### src/rtl/usb_host_txn_ctrl.sv
// Host-side USB transaction sequencer.
// Builds token / DATA0 / ACK packet images for the encoder and launches them
// one at a time. It then waits for the device's handshake or data packet and
// retries on NAK, timeout or bad CRC until the retry budget is spent.
module usb_host_txn_ctrl #(
  parameter int MAX_RETRY = 3,
  parameter int TIMEOUT   = 255
) (
  input  logic        clk,
  input  logic        rst_b,
  input  logic        req_valid,
  output logic        req_ready,
  input  logic        req_dir,
  input  logic [6:0]  req_addr,
  input  logic [3:0]  req_endp,
  input  logic [63:0] req_data,
  output logic        done,
  output logic [1:0]  status,
  output logic [63:0] rd_data,
  output logic [2:0]  retry_cnt,
  output logic [98:0] pkt_out,
  output logic        pkt_avail,
  input  logic        enc_busy,
  input  logic        rx_valid,
  input  logic [3:0]  rx_pid,
  input  logic [63:0] rx_data,
  input  logic        rx_crc_ok
);

  localparam logic [3:0] PID_OUT   = 4'b1000;
  localparam logic [3:0] PID_IN    = 4'b1001;
  localparam logic [3:0] PID_DATA0 = 4'b1100;
  localparam logic [3:0] PID_ACK   = 4'b0100;
  localparam logic [3:0] PID_NAK   = 4'b0101;

  typedef enum logic [2:0] {
    S_IDLE, S_LAUNCH, S_WAIT_HI, S_WAIT_LO, S_HS_WAIT, S_RX_WAIT, S_DONE
  } state_t;

  // Names the packet currently on the wire, and so where WAIT_LO goes next
  typedef enum logic [1:0] {RET_TOKEN, RET_DATA, RET_ACK} ret_t;

  state_t      state;
  ret_t        ret_sel;
  logic        dir;
  logic [6:0]  addr;
  logic [3:0]  endp;
  logic [63:0] data;
  logic [7:0]  tcnt;

  logic expired, fail, fail_nak, rx_good;

  // Sync + PID + inverted PID; the encoder fills in CRC bits later
  function automatic logic [98:0] pkt_hdr(input logic [3:0] pid);
    logic [98:0] p;
    p         = '0;
    p[98:91]  = 8'b0000_0001;
    p[90:87]  = pid;
    p[86:83]  = ~pid;
    return p;
  endfunction

  // Address and endpoint go out LSB first, so bit 0 lands at the top field bit
  function automatic logic [98:0] token_pkt(input logic is_in,
                                            input logic [6:0] a,
                                            input logic [3:0] e);
    logic [98:0] p;
    p = pkt_hdr(is_in ? PID_IN : PID_OUT);
    for (int i = 0; i < 7; i++) p[82-i] = a[i];
    for (int i = 0; i < 4; i++) p[75-i] = e[i];
    return p;
  endfunction

  function automatic logic [98:0] data_pkt(input logic [63:0] d);
    logic [98:0] p;
    p = pkt_hdr(PID_DATA0);
    for (int i = 0; i < 64; i++) p[82-i] = d[i];
    return p;
  endfunction

  // Classify this cycle's outcome in the waiting states; a response beats expiry
  always_comb begin
    expired  = (tcnt == 8'(TIMEOUT));
    fail     = 1'b0;
    fail_nak = 1'b0;
    rx_good  = 1'b0;
    case (state)
      S_WAIT_HI: fail = !enc_busy && expired;
      S_HS_WAIT: begin
        if (rx_valid) begin
          rx_good  = (rx_pid == PID_ACK);
          fail     = !rx_good;
          fail_nak = (rx_pid == PID_NAK);
        end else begin
          fail = expired;
        end
      end
      S_RX_WAIT: begin
        if (rx_valid) begin
          rx_good  = (rx_pid == PID_DATA0) && rx_crc_ok;
          fail     = !rx_good;
          fail_nak = (rx_pid == PID_NAK);
        end else begin
          fail = expired;
        end
      end
      default: ;
    endcase
  end

  // Transaction FSM with registered outputs; retry handling overrides the per-state step
  always_ff @(posedge clk) begin
    if (!rst_b) begin
      state     <= S_IDLE;
      ret_sel   <= RET_TOKEN;
      req_ready <= 1'b1;
      done      <= 1'b0;
      status    <= 2'b00;
      rd_data   <= '0;
      retry_cnt <= '0;
      pkt_out   <= '0;
      pkt_avail <= 1'b0;
      tcnt      <= '0;
      dir       <= 1'b0;
      addr      <= '0;
      endp      <= '0;
      data      <= '0;
    end else begin
      pkt_avail <= 1'b0;
      done      <= 1'b0;
      case (state)
        S_IDLE: begin
          if (req_valid) begin
            dir       <= req_dir;
            addr      <= req_addr;
            endp      <= req_endp;
            data      <= req_data;
            retry_cnt <= '0;
            pkt_out   <= token_pkt(req_dir, req_addr, req_endp);
            ret_sel   <= RET_TOKEN;
            pkt_avail <= 1'b1;
            req_ready <= 1'b0;
            state     <= S_LAUNCH;
          end
        end
        S_LAUNCH: begin
          tcnt  <= '0;
          state <= S_WAIT_HI;
        end
        S_WAIT_HI: begin
          if (enc_busy)   state <= S_WAIT_LO;
          else if (!fail) tcnt  <= tcnt + 8'd1;
        end
        S_WAIT_LO: begin
          if (!enc_busy) begin
            case (ret_sel)
              RET_TOKEN: begin
                if (dir) begin
                  tcnt  <= '0;
                  state <= S_RX_WAIT;
                end else begin
                  pkt_out   <= data_pkt(data);
                  ret_sel   <= RET_DATA;
                  pkt_avail <= 1'b1;
                  state     <= S_LAUNCH;
                end
              end
              RET_DATA: begin
                tcnt  <= '0;
                state <= S_HS_WAIT;
              end
              default: begin
                status <= 2'b00;
                done   <= 1'b1;
                state  <= S_DONE;
              end
            endcase
          end
        end
        S_HS_WAIT: begin
          if (rx_valid && rx_good) begin
            status <= 2'b00;
            done   <= 1'b1;
            state  <= S_DONE;
          end else if (!fail) begin
            tcnt <= tcnt + 8'd1;
          end
        end
        S_RX_WAIT: begin
          if (rx_valid && rx_good) begin
            rd_data   <= rx_data;
            pkt_out   <= pkt_hdr(PID_ACK);
            ret_sel   <= RET_ACK;
            pkt_avail <= 1'b1;
            state     <= S_LAUNCH;
          end else if (!fail) begin
            tcnt <= tcnt + 8'd1;
          end
        end
        S_DONE: begin
          req_ready <= 1'b1;
          state     <= S_IDLE;
        end
        default: state <= S_IDLE;
      endcase

      if (fail) begin
        if (retry_cnt < 3'(MAX_RETRY)) begin
          retry_cnt <= retry_cnt + 3'd1;
          pkt_out   <= token_pkt(dir, addr, endp);
          ret_sel   <= RET_TOKEN;
          pkt_avail <= 1'b1;
          state     <= S_LAUNCH;
        end else begin
          status <= fail_nak ? 2'b01 : 2'b10;
          done   <= 1'b1;
          state  <= S_DONE;
        end
      end
    end
  end

endmodule

### config.mk
export PLATFORM = sky130hd
export DESIGN_NAME = usb_host_txn_ctrl
export DESIGN_NICKNAME = d
export VERILOG_FILES = /design/src/rtl/usb_host_txn_ctrl.sv
export SDC_FILE = /design/constraint.sdc
export NUM_CORES = 1
export LEC_CHECK = 0
export ABC_AREA = 1
export CAP_MARGIN = 20
export CORE_MARGIN = 3
export CORE_UTILIZATION = 46
export DETAILED_ROUTE_END_ITERATION = 6
export PLACE_DENSITY = 0.86
export SKIP_LAST_GASP = 1
export SLEW_MARGIN = 20
export SYNTH_ARGS = -nofsm -noshare
export SYNTH_HDL_FRONTEND = slang
export SYNTH_SLANG_ARGS = --single-unit
### constraint.sdc
create_clock -name clk -period 2.2 [get_ports clk]
set_input_delay 0.44 -clock clk [delete_from_list [all_inputs] [get_ports clk]]
set_output_delay 0.44 -clock clk [all_outputs]
set_load 0.01 [all_outputs]
==> results.txt, run 1 <==
After layout, the minimum clock period comes to 1975 ps. The root buffer cell chosen for the clock tree is clkbuf_16. The clock share of power came out at 0.358. The setup violation total in the final timing report came out at 0. The share of total power dissipated in sequential elements is 0.430. The floorplan die area came out at about 23000 sq um. The deepest clock path buffer count is 3. The leftover overflow at the end of global routing is 0.

The cell count of the worst hold path came out at 3. The initial core utilization is 0.4729. The synthesis-to-finish area growth is 45.37%. The number of rows created at floorplan is between 50 and 60. After technology mapping, the gate count stands at roughly 1200.

Dividing total power by cell area gives a power density of about 880 nW/um^2. The share of total power dissipated in combinational logic is 0.213. Traced cell by cell, the critical path runs through clkdlybuf4s50_1. The clock skew after layout came out at 15.16 ps.

Data on the critical path arrives at its endpoint at 1530 ps. Sorting the synthesized cells by how often they occur yields 270 x nor2_1, 260 x dfxtp_1, 255 x nand2_1. The number of endpoints with negative hold slack in the final report came to 0. The most used flip-flop cell after synthesis is dfxtp_1. The headroom to the max-slew limit came out at 0.7130. The first-pass iteration count of the detailed router is 5. The post-cts sizing count is 0.

The initial antenna violation count came to 2. The net switching fraction of the power is 0.3038. Buffers inserted during clock tree synthesis total 27. The via count came out at 9361. The number of setup buffers added after CTS came out at 0. The critical path is of the reg -> out type. The TritonCTS clock tree is built. The clock transition time at the flip-flop clock pins of the worst setup and hold paths came out at 60 ps. STA puts the critical path data required time at 1760 ps. After routing, the total negative slack on setup checks comes to 0 ps. The maximum number of pins on one net before global-route repair came out at 76. The vertical extent of the die is roughly 150 um. Yosys printed 0 warnings. The cell class contributing the biggest share of worst-path delay is buffers and inverters. The top achievable clock speed is 506.4 MHz. The final worst-path cycle share came out at 0.8975. The mean instance size in the synthesized netlist came out at 7.797 sq um. The sink count of the clock tree came out at 260. The worst setup path is launched from a flip-flop.

The HPWL reported at the end of detailed placement came out at 20.64 mm. The number of gates on the worst path with buffers counted came out at 1. The count of pins over their slew limit came out at 0. The number of fill cells is 1652.

Counting both buffers and inverters, the worst setup path holds a total of 1. After synthesis, the netlist uses 32 different library cells. The cell area that synthesis handed to floorplanning was 9661 sq um. The post-detailed-placement cell area came out at approximately 13000 sq um.

The number of violations of the max-capacitance limit came out at 0. The number of nets in the synthesized netlist is 1391. The routability congestion estimate from global placement came out at 0.8850. The count of input and output buffers is 320. By area the synthesized netlist is led by dfxtp_1 54%, nor2_1 10%, nand2_1 9.9%, a21oi_1 5.5%, a22oi_1 4.1%. The analysis attributes to cell leakage a power of 5.314 nW. At the pin with the least slew margin, the transition time is 427.2 ps. The run finished with clean final reports. Along the worst path, the maximum fanout reaches 6. Setup repair after global routing left no endpoint under its margin. The net switching power of the design came out at 3.763 mW. The worst setup margin came out at 225.4 ps. The first global-routing pass estimated 45.51 mm of wire.

The peak supply drop is 0.6772 mV. The fraction of final layout cells sized beyond drive strength 1 is 0.06692. The number of design-rule violations left by the first detailed-router iteration is 438. In this run the worst hold path is classified as in -> reg.

The detailed-route wire length per cell came out at 16.44 um. The clock latency on the worst-skew pair came out at between 500 and 600 ps. The H-tree depth came out at 1. The number of buffers added to fix hold violations after cts came out at 0.

The global router's overall resource usage came out at 0.2471. The overall die width came out at between 150 and 200 um. Pin placement for this block handled 321 I/O pins. Of all cell types, the one taking the most synthesized area is dfxtp_1. The internal portion of the total power is about 8.6 mW. The final wirelength came out at around 30 mm. The highest cell delay on the worst timing path is 580 ps. Using the TritonRoute via totals, the vias-per-cell ratio works out to 5.129. The number of global-route vias before repair came out at 8794. The number of cells on the worst reg-to-reg path is 11. The slowest stage of the critical path belongs to the cell clkdlybuf4s50_1.

The sequential share of the synthesized area is 0.5388. The DRC violation count after routing is 0. The remaining number of nets flagged by the antenna check after routing is 0.

The share of the synthesized area in the top cell type came out at 0.5388. The worst setup slack after placement came out at 17.38 ps. In this run the standard cell core region covers 20430 sq um. The finished layout cell area came out at 14040 sq um. The post-layout utilization of the core is 0.6874. The synthesized design contains between 200 and 300 register bits. nor2_1 is the most common cell in the netlist. The share of flip-flops with an asynchronous set or reset after synthesis came out at 0. The worst hold slack across all endpoints came out at between 200 and 250 ps. The kind of end point of the critical path is an output port. The number of flops mapped to enable cells by yosys came out at 0.

The number of nets in the final layout came out at 1686.
cells by family after synthesis:
logic type / count (synthesis) / share of synthesized area
fa+ha+maj: 2 / 0.002590
buf+inv: 136 / 0.06553
compound gates: 260 / 0.1504
simple gates: 578 / 0.2400
xor+xnor: 3 / 0.002720
flops: 260 / 0.5388
area by class of cell:
class / count / area [sq um] / share of cell area
Tap cell: 270 / 337.8 / 0.02406
Sequential cell: 260 / 5205 / 0.3706
Clock inverter: 17 / 156.4 / 0.01114
Inverter: 55 / 206.4 / 0.01470
Timing Repair Buffer: 347 / 3588 / 0.2555
Clock buffer: 32 / 724.4 / 0.05159
Antenna cell: 1 / 2.502 / 0.0001782
Multi-Input combinational cell: 843 / 3822 / 0.2722
sequential cells by signal, indices dropped and copies added (netlist names):
register,count
addr,7
data,64
dir,1
done,1
endp,4
pkt_avail,1
pkt_out,99
rd_data,64
req_ready,1
ret_sel,2
retry_cnt,3
state,3
status,2
tcnt,8
worst paths after layout:
kind                     start      endpoint  slack [ps]
setup / recovery  retry_cnt[0]  retry_cnt[0]         230
hold / removal           rst_b   pkt_out[79]         230
setup reg to reg      state[1]   pkt_out[87]         310
hold reg to reg     pkt_out[4]    pkt_out[4]         440
layer usage:
| metal | vias to the layer above | wire (um) | global-route usage |
|---|---|---|---|
| li1 | 4597 | - | - |
| met1 | 4319 | 11310 | 0.2849 |
| met2 | 378 | 14590 | 0.4296 |
| met3 | 65 | 2982 | 0.07959 |
| met4 | 2 | 1116 | 0.08930 |
| met5 | - | 11 | 0 |
metrics by stage:
stage	std cells	total power, mW
final	1825	12.39
after global routing	1825	12.98
after CTS	1824	12.48
after detailed placement	1775	8.047
after global placement	1775	8.004
after floorplan	1239	7.045
power groups by stage:
stage          Combinational, mW  Clock [mW]  Sequential, mW
5_1_grt                     2.92        4.70            5.37
2_1_floorplan               1.67           0            5.38
6_report                    2.64        4.43            5.32
3_3_place_gp                2.60           0            5.41
4_1_cts                     2.64        4.52            5.32
3_5_place_dp                2.63           0            5.42
cells in the final DEF, fill, tap and decap left out, types with 5 or more instances in the layout:
cell type,instances
o21ai_1,17
clkinvlp_4,5
inv_2,11
dfxtp_1,260
buf_12,15
nand2_1,255
nand3_1,28
o21ai_0,76
inv_1,44
a22oi_1,53
nor2_1,270
buf_4,12
clkdlybuf4s50_1,319
clkbuf_16,27
a21oi_1,106
No activity file was read; power rests on OpenSTA's default activity.
==> run 2: changes to the inputs <==
--- a/config.mk
+++ b/config.mk
@@ -5,10 +5,9 @@
 export SDC_FILE = /design/constraint.sdc
 export NUM_CORES = 1
 export LEC_CHECK = 0
-export ABC_AREA = 1
 export CAP_MARGIN = 20
 export CORE_MARGIN = 3
-export CORE_UTILIZATION = 46
+export CORE_UTILIZATION = 45
 export DETAILED_ROUTE_END_ITERATION = 6
 export PLACE_DENSITY = 0.86
 export SKIP_LAST_GASP = 1
==> run 2 against run 1 <==
Effect of this change: highest routed layer is now met4; utilization grew 2.0 points; critical endpoint is now pkt_out[17]; largest cell class unchanged; synthesized area down 3.9%; synthesized cell count shrank 12%; via count is 3.9% lower; critical path depth rose by 5; final cell count fell by 7.1%.
==> results.txt, run 2 <==
Status: completed (unchanged). The kind of end point of the critical path is a flip-flop (was output port). The mean instance size in the synthesized netlist is 8.560 sq um (was 7.797 sq um). The TritonCTS clock tree is built (unchanged).

The post-detailed-placement cell area came out at 13140 sq um (was 13160 sq um). The count of synthesis-stage warnings from yosys is 0 (unchanged). The total CTS buffers is 27 (unchanged). The top achievable clock speed came out at 473.9 MHz (was 506.4 MHz).

The detailed-route wire length per cell came to 16.68 um (was 16.44 um). The share of total power in combinational logic came out at 0.205 (was 0.213). The clock share of power is 0.371 (was 0.358). The number of endpoints with negative hold slack in the final report is 0 (unchanged). The worst hold slack across all endpoints is 451.0 ps (was 228.8 ps). The reported leakage power came out at 5.084 nW (was 5.314 nW). The number of fill cells was 1474 (was 1652). The I/O pin count is 321 (unchanged). The internal power summed over all cells came out at 9.099 mW (was 8.625 mW).

The critical path start-end classification is reg -> reg (was reg -> out). The post-layout minimum cycle time came out at 2110 ps (was 1975 ps). The number of flops mapped to enable cells by yosys came out at 0 (unchanged). The overall power of the completed layout came out at 12.46 mW (was 12.39 mW). List of most frequent post-synthesis cells: 296 x nand2_1, 260 x dfxtp_1, 165 x a21oi_1 (was 270 x nor2_1, 260 x dfxtp_1, 255 x nand2_1). The class of the worst hold path is reg -> reg (was in -> reg).

The count of pins over their slew limit was 0 (unchanged). The dominant cell type by area after synthesis was dfxtp_1 (unchanged). The initial core utilization is 0.4680 (was 0.4729). The clock root buffer is clkbuf_16 (unchanged). The number of violations of the max-capacitance limit is 0 (unchanged).

The first-pass iteration count of the detailed router is 5 (unchanged). The slack of the worst reg-to-reg path came out at 90 ps (was 310 ps). The clock transition time at the flip-flop clock pins of the worst setup and hold paths was 60 ps (about the same). The most flop-heavy register was pkt_out (unchanged). The most common cell in the synthesized netlist is nand2_1 (was nor2_1). The highest net fanout along the worst path is 27 (was 6). The routability congestion estimate from global placement is 0.8653 (was 0.8850).

The worst setup slack after placement is -389.9 ps (was 17.38 ps). The count of input and output buffers came out at 320 (unchanged). The first-pass GRT wire length came out at 44.76 mm (was 45.51 mm). The area of the multi-input gates is 3752 sq um (was 3822 sq um). The number of global-route vias before repair is 8813 (was 8794).

Leading cell types in the layout, fill and taps excluded: 320 x clkdlybuf4s50_1, 295 x nand2_1, 259 x dfxtp_1 (was 319 x clkdlybuf4s50_1, 270 x nor2_1, 260 x dfxtp_1). The number of flip-flops in the largest register is 99 (unchanged). The leading cell type in the layout, fill and taps excluded is clkdlybuf4s50_1 (unchanged). The register area is 5206 sq um (was 5205 sq um). The synthesized cell area came out at 9288 sq um (was 9661 sq um). The aggregate negative setup slack came to 0 ps (unchanged).

The share of flip-flops with an asynchronous set or reset after synthesis came to 0 (unchanged). The net switching fraction of the power came out at 0.2694 (was 0.3038). The overall die width came out at 149.7 um (was 150.9 um). The share of the synthesized area in the top cell type is 0.5604 (was 0.5388). The kind of launch point of the worst setup path is a flip-flop (unchanged).

The sequential power share is 0.423 (was 0.430). The DRC violation count after routing was 0 (unchanged). Unrepaired setup endpoints after global routing: yes (was no). The remaining number of nets flagged by the antenna check after routing came out at 0 (unchanged).

The number of design-rule violations left by the first detailed-router iteration was 509 (was 438). The H-tree depth is 1 (unchanged). The required time of the critical path is 2610 ps (was 1760 ps). The final wirelength is 28.28 mm (was 30.01 mm). The clock latency on the worst-skew pair came out at 520 ps (was 530 ps). The clock skew after layout came out at 12.25 ps (was 15.16 ps). The finished layout cell area was 14040 sq um (about the same). The global router's overall resource usage is 0.2421 (was 0.2471).

The number of rows created at floorplan is 51 (was 52). The average via count per standard cell came out at 5.305 (was 5.129). The fraction of final layout cells sized beyond drive strength 1 came out at 0.08531 (was 0.06692). The post-route non-filler standard cell count is 1696 (was 1825). The arrival time reported for the critical path endpoint came out at 2520 ps (was 1530 ps).

The placed cell count is 1650 (was 1775). The initial antenna violation count is 0 (was 2). The via count is 8998 (was 9361). Largest registers: pkt_out: 99 flops, data: 64 flops, rd_data: 64 flops (unchanged). The leftover overflow at the end of global routing came to 0 (unchanged). The sink count of the clock tree came out at 260 (unchanged). The peak supply drop came to 0.6848 mV (was 0.6772 mV). The transition time at the pin with the least slew margin came out at 503.0 ps (was 427.2 ps). The number of setup buffers added after CTS is 0 (unchanged). The post-layout utilization of the core came out at 0.7077 (was 0.6874). The floorplan die area is 22400 sq um (was 22780 sq um). The HPWL reported at the end of detailed placement came to 19.62 mm (was 20.64 mm). The synthesis-to-finish area growth came out at 51.22% (was 45.37%).

The net switching power of the design is 3.356 mW (was 3.763 mW). The headroom to the max-slew limit was 0.6646 (was 0.7130). The setup violation total in the final timing report is 0 (unchanged).

The sequential share of the synthesized area is 0.5604 (was 0.5388). The number of distinct standard cells referenced by the synthesized netlist is 56 (was 32). The area inside the core boundary came out at 19850 sq um (was 20430 sq um). The worst setup margin came out at 89.68 ps (was 225.4 ps). The number of nets in the synthesized netlist is 1237 (was 1391). The maximum number of pins on one net before global-route repair came to 67 (was 76). The vertical extent of the die is 149.7 um (was 150.9 um).

Biggest area contributors in the synthesized netlist: dfxtp_1 56%, nand2_1 12%, a21oi_1 8.9%, a22oi_1 4.4%, nor2_1 3.0% (was dfxtp_1 54%, nor2_1 10%, nand2_1 9.9%, a21oi_1 5.5%, a22oi_1 4.1%). The final worst-path cycle share was 0.9592 (was 0.8975). The dominant register cell in the synthesized netlist was dfxtp_1 (unchanged). The gate count after technology mapping was 1085 (was 1239). The total power per unit cell area is 886.8 nW/um^2 (was 882.1 nW/um^2). The deepest clock path buffer count was 3 (unchanged). The number of nets in the final layout came to 1566 (was 1686). The total of flip-flops plus latches after synthesis is 260 (unchanged).
run 2: cell count changes in the layout (fill, tap and decap cells not counted), moves of 39 or more:
| cell | previous run | this run |
|---|---|---|
| buf_4 | 12 | 51 |
| a21oi_1 | 106 | 165 |
| nor2_1 | 270 | 75 |
| o21ai_0 | 76 | 17 |
| inv_1 | 44 | 2 |
| nand2_1 | 255 | 295 |
run 2: power by group through the flow:
| stage | registers, mW | logic, mW | clock network [mW] |
|---|---|---|---|
| 6_report | 5.27 | 2.56 | 4.62 |
| 4_1_cts | 5.27 | 2.55 | 4.70 |
| 3_5_place_dp | 5.37 | 2.53 | 0 |
| 3_3_place_gp | 5.35 | 2.49 | 0 |
| 5_1_grt | 5.31 | 2.79 | 4.89 |
| 2_1_floorplan | 5.35 | 1.33 | 0 |
run 2: final timing paths:
kind,cells past startpoint,endpoint,from
setup / recovery,6,pkt_out[17],state[2]
hold / removal,2,rd_data[16],rd_data[16]
setup reg to reg,6,pkt_out[17],state[2]
hold reg to reg,2,rd_data[16],rd_data[16]
run 2: area by class of cell:
cell class,instances,area share
Sequential cell,260,0.3707
Timing Repair Buffer,384,0.2739
Multi-Input combinational cell,738,0.2672
Clock buffer,38,0.05390
Tap cell,265,0.02361
Clock inverter,7,0.009621
Inverter,3,0.0009800
Antenna cell,1,0.0001782
run 2: timing repair:
action	in CTS	in global routing
hold buffers	0	0
resized for setup	0	4
setup endpoints to repair	0	82
run 2: metal layers:
metal / share of wire / track usage / vias up
met2: 0.49 / 0.4163 / 340
met5: 0 / 0 / -
met1: 0.40 / 0.2929 / 4262
met4: 0.035 / 0.08737 / 0
li1: - / - / 4330
met3: 0.078 / 0.06329 / 66
run 2: cells by family after synthesis:
family,Yosys count,share of synthesized area
XOR/XNOR,8,0.007544
flip-flops,260,0.5604
AO/OA/AOI/OAI,276,0.1798
AND/OR/NAND/NOR,448,0.2053
adder cells (fa/ha/maj),2,0.002694
multiplexers,4,0.004580
buffers and inverters,87,0.03961
run 2: worst max-delay path, cell delays in order, from the launching register on:
cell and delay (ps):
dfxtp_2 400, or3b_2 520, a2111oi_4 440, a21oi_4 80, and3_1 230, buf_12 160
and2_1 160
